### src/rtl/probe_top_pkg.sv
// probe_top_pkg: shared defaults and count type for the probe counter
package probe_top_pkg;
  localparam int DEFAULT_WIDTH = 16;
  localparam int DEFAULT_INIT  = 0;
  localparam int DEFAULT_STEP  = 1;
  typedef logic [DEFAULT_WIDTH-1:0] count_t;
endpackage

### src/rtl/probe_top.sv
// probe_top: free-running counter with stable top-scope names r and out for probing and forcing
module probe_top
  import probe_top_pkg::*;
#(
  parameter int               WIDTH = DEFAULT_WIDTH,
  parameter logic [WIDTH-1:0] INIT  = WIDTH'(DEFAULT_INIT),
  parameter logic [WIDTH-1:0] STEP  = WIDTH'(DEFAULT_STEP)
) (
  input  logic             clock,
  input  logic             reset_n,
  output logic [WIDTH-1:0] out
);
  logic [WIDTH-1:0] r;
  logic [WIDTH-1:0] r_d;
  // next state reads r (never out) so a forced r is what the counter continues from
  always_comb r_d = reset_n ? r + STEP : INIT;
  always_ff @(posedge clock) r <= r_d;
  assign out = r;
endmodule

### config.mk
export PLATFORM = sky130hd
export DESIGN_NAME = probe_top
export DESIGN_NICKNAME = d
export VERILOG_FILES = /design/src/rtl/probe_top_pkg.sv /design/src/rtl/probe_top.sv
export SDC_FILE = /design/constraint.sdc
export NUM_CORES = 1
export LEC_CHECK = 0
export CORE_MARGIN = 5
export CORE_UTILIZATION = 53
export CTS_BUF_LIST = sky130_fd_sc_hd__clkbuf_4 sky130_fd_sc_hd__clkbuf_8
export CTS_CLUSTER_DIAMETER = 60
export DETAILED_ROUTE_END_ITERATION = 16
export PLACE_DENSITY = 0.82
export SLEW_MARGIN = 5
export SYNTH_ARGS = -nofsm -noshare
export SYNTH_HDL_FRONTEND = slang
export SYNTH_SLANG_ARGS = --single-unit
### constraint.sdc
create_clock -name clock -period 2.5 [get_ports clock]
set_input_delay 0.625 -clock clock [delete_from_list [all_inputs] [get_ports clock]]
set_output_delay 0.625 -clock clock [all_outputs]
set_load 0.005 [all_outputs]
# Yosys cells after proc, flatten, opt, wreduce, memory -nomap -nowiden
# Index checks and enable logic that the tools add are counted.
[word_totals]
reg_bits = 16
input_bits = 2
out_inout_bits = 16
elab_cells = 2
[classes]
add_sub_neg = 1
[op_table]
columns = ["cell", "count"]
rows = [
  ["$add 16x1->16 const B", 1],
]

# Depth between registers and ports, before layout
[logic_depth]
ltp_word = 1
ltp_mapped = 4
mapped_depth_nobuf = 4

# Worst setup path before layout
# OpenSTA, ideal clock, no wires.
[synth_timing]
path_type = "register to register"
from = "reg r[0], in the netlist out[0]"
to = "reg r[10], in the netlist out[10]"
setup_ns = 0.071
t_arrival_ns = 1.337
required_ns = 2.429
slack_ns = 1.093
path_stages_with_launch = 5
path_buffers = 0
period_less_slack_ns = 1.407
path_cell_list = "dfxtp_1 > ha_1 > nand2_1 > or4_1 > a21oi_1"
[synth_between]
elab_chain_len = 1
[synth_rtl]
columns = ["element", "line", "rtl"]
rows = [
  ["from (decl)", "probe_top.sv:13", "logic [WIDTH-1:0] r;"],
  ["from (signal assigned)", "probe_top.sv:17", "always_ff @(posedge clock) r <= r_d;"],
  ["$add 16x1->16", "probe_top.sv:16", "always_comb r_d = reset_n ? r + STEP : INIT;"],
]
# No other way between the ends.
# A chain may end at the register's enable or synchronous reset.

# Worst setup path after layout
[layout_timing]
from = "reg r[2], in the netlist out[2]"
to = "out out[2]"
[layout_lines]
columns = ["element", "line", "rtl"]
rows = [
  ["to (decl)", "probe_top.sv:11", "output logic [WIDTH-1:0] out"],
]
# No word-level cell between the ends.

==> impl_metrics.json <==
{
  "io_pins": 18,
  "fp.dieH_um": 47.1,
  "p_leak_nw": 0.296,
  "cts-buffers-inserted": 3,
  "share_comb_of_total_power_pct": 5.5,
  "placement.setup.worst_slack_ns": 0.747,
  "insertedDiodeCount": 0,
  "timing_worst_slew_pin_value_ns": 0.321,
  "fp.dieArea_mm2": 0.00222,
  "finalCritPeriodShare_pct": 77.8,
  "detail-route-antenna-nets": 0,
  "synth_top_cells_by_area": "dfxtp_1 44%, mux2i_1 5.5%, a21oi_1 4.8%, nand3_1 4.1%, nand2_1 4.1%",
  "post-synth-top-count-cell": "dfxtp_1",
  "worst_ir_drop_vdd_mv": 0.289,
  "buffers_inserted_during_post_cts_setup_optimization": 0,
  "power_report.internal_total_mw": 0.327,
  "total_power_mw": 0.418,
  "synth.cells.most_frequent": "16 x dfxtp_1, 8 x nand2_1, 7 x a21oi_1",
  "cp.required_ns": 1.88,
  "portBuffers": 17,
  "slowest_stage": "clkdlybuf4s50_1",
  "drt_wl_total_um": 1390,
  "rsz_0062_raised_after_global_routing": "no",
  "area.growth.synth_to_final_pct": 26.4,
  "hold_path_class": "register to register",
  "vias_in_the_first_global_route": 576,
  "overflow": 0,
  "netSwitchingPower_mw": 0.0908,
  "final_hold_viol_count": 0,
  "max_slew_margin_pct": 78.4,
  "gr-usage-met1_pct": 19.5,
  "fillers": 101,
  "worstSkewPairLatency_ns": 0.28,
  "clockRootBuffer": "clkbuf_4",
  "critical_path.n_buffers_inverters": 1,
  "cap_violations": 0,
  "async_set_reset_flop_share_out_of_synthesis_pct": 0,
  "fp-row-count": 13,
  "finalCriticalPeriod_ns": 1.94,
  "die-width_um": 47.1,
  "yosys.area.top_type": "dfxtp_1",
  "fin_tns_setup_ns": 0,
  "swShare_pct": 21.7,
  "global_route.usage.total_pct": 14.8,
  "outcome": "finished, final reports clean",
  "cts_tree": "done",
  "timing.fmax_ghz": 0.514,
  "utilization_pct": 70.9,
  "area_of_the_multi_input_gates_um2": 375,
  "gp_routability_congestion": 0.742,
  "clock_skew_ns": 0.00530,
  "mappedNetlistNets": 85,
  "postSynthCellCount": 82,
  "synth.cell_area_um2": 729,
  "critical_path_class": "register to primary output",
  "globalRouteMet3Util_pct": 3.83,
  "core_region_area_mm2": 0.00130,
  "synthDistinctLibCells": 22,
  "worst_hold_slack_ns": 0.489,
  "startpoint_type_of_the_worst_setup_path": "register",
  "cpLargestDelayFamily": "buffers and inverters",
  "clockBufferDepth": 2,
  "cts.clk_slew.worst_paths_ns": 0.08,
  "path_max_fanout": 6,
  "largest_register_ffs": 16,
  "grt_util_met2_pct": 22.5,
  "grt_antenna_before_repair": 0,
  "hpwl_dp_um": 1010,
  "layout-drive-gt1-share_pct": 6.06,
  "drt_iter0_drc": 13,
  "cp.arrival_ns": 1.32,
  "cts_sinks": 16,
  "final_critical_path_setup_slack_ns": 0.556,
  "power.share.clock_pct": 31.0,
  "hold_buffers": 0,
  "peak_per_stage_delay_on_the_critical_path_ns": 0.56,
  "report.final.slew_viol_count": 0,
  "largest_net_degree_at_the_start_of_global_routing": 17,
  "power.sequential.fraction_pct": 63.5,
  "busiest_layer": "met2",
  "dr_drc_count": 0,
  "detailroute.via_count": 652,
  "netlist.area_leader.share_pct": 43.9,
  "power.density_mw_per_mm2": 453,
  "grt_pass1_wl_um": 2350,
  "avgRoutedWirePerCell_um": 12.2,
  "critPathCaptureType": "primary output",
  "drt-vias-per-instance": 5.72,
  "avgSynthCellArea_um2": 8.90,
  "critical_path_cell_by_cell": "clkdlybuf4s50_1",
  "synth_enable_flop_cells": 0,
  "synth-main-ff-cell": "dfxtp_1",
  "postSynthRegisterBits": 16,
  "yosys_warnings": 0,
  "sequential_cell_area_um2": 320,
  "post_layout_nets": 104,
  "report.final.setup_viol": 0,
  "initial_utilization_pct": 56.1,
  "seq_area_frac_synth_pct": 43.9,
  "htreeDepth": 1,
  "post_cts_resize_count": 0,
  "drt_first_pass_iters": 4
}
## layer usage
metal	routed length (µm)	part of all wire [%]
met5	0	0
met4	17	1.2
met3	83	6.0
met2	646	46
met1	645	46
## cells by family (layout without fill, tap and decap cells)
family | after synthesis | in the layout | synth area share [%]
DFF | 16 | 16 | 43.9
adders and majority gates | 1 | 1 | 1.71
and+or+nand+nor | 37 | 37 | 29.7
AOI/OAI and AO/OA | 14 | 14 | 11.0
xor gates and xnor gates | 3 | 3 | 3.60
buffers and inverters | 7 | 24 | 4.63
muxes | 4 | 4 | 5.49
## area by class of cell
| cell class | instances | share of cell area [%] |
|---|---|---|
| clock buffers | 3 | 2.44 |
| well taps | 15 | 2.04 |
| inverters | 4 | 1.63 |
| flip-flops and latches | 16 | 34.7 |
| multi-input cells | 59 | 40.7 |
| repair buffers | 17 | 18.5 |
## placed cells by master (no fill, tap or decap)
master / synthesis / final
xor2_1: 2 / 2
nand2_1: 8 / 8
clkbuf_4: 0 / 3
nor2_1: 4 / 4
dfxtp_1: 16 / 16
nand4_4: 1 / 1
clkdlybuf4s50_1: 0 / 17
nand4_1: 2 / 2
nor4_1: 4 / 4
o31ai_1: 4 / 4
nand3_1: 6 / 6
inv_1: 4 / 4
a21oi_1: 7 / 7
xnor2_1: 1 / 1
and2_1: 1 / 1
mux2i_1: 4 / 4
or4_1: 4 / 4
nand2b_1: 4 / 4
ha_1: 1 / 1
or3_1: 1 / 1
or3_2: 2 / 2
o21ai_0: 3 / 3
## power by group through the flow
stage / Combinational (mW) / Clock, mW / Sequential, mW
2_1_floorplan: 0.0119 / 0 / 0.271
3_3_place_gp: 0.0232 / 0 / 0.271
3_5_place_dp: 0.0235 / 0 / 0.271
4_1_cts: 0.0235 / 0.133 / 0.265
5_1_grt: 0.0257 / 0.147 / 0.266
6_report: 0.0230 / 0.130 / 0.265
## per-stage QoR
step           cells  area, µm²
3_3_place_gp     111        900
2_1_floorplan     82        729
4_1_cts          114        922
3_5_place_dp     111        900
6_report         114        922
5_1_grt          114        922
## path summary, 6_finish.rpt
kind | start | end | slack [ns] | depth (start not counted)
hold reg to reg | out[14]$_SDFF_PN0_ | out[14]$_SDFF_PN0_ | 0.49 | 2
setup / recovery | out[2]$_SDFF_PN0_ | out[2] | 0.56 | 1
setup reg to reg | out[0]$_SDFF_PN0_ | out[10]$_SDFF_PN0_ | 0.96 | 4
hold / removal | out[14]$_SDFF_PN0_ | out[14]$_SDFF_PN0_ | 0.49 | 2
Note: power is estimated with default switching activity, not from simulation.
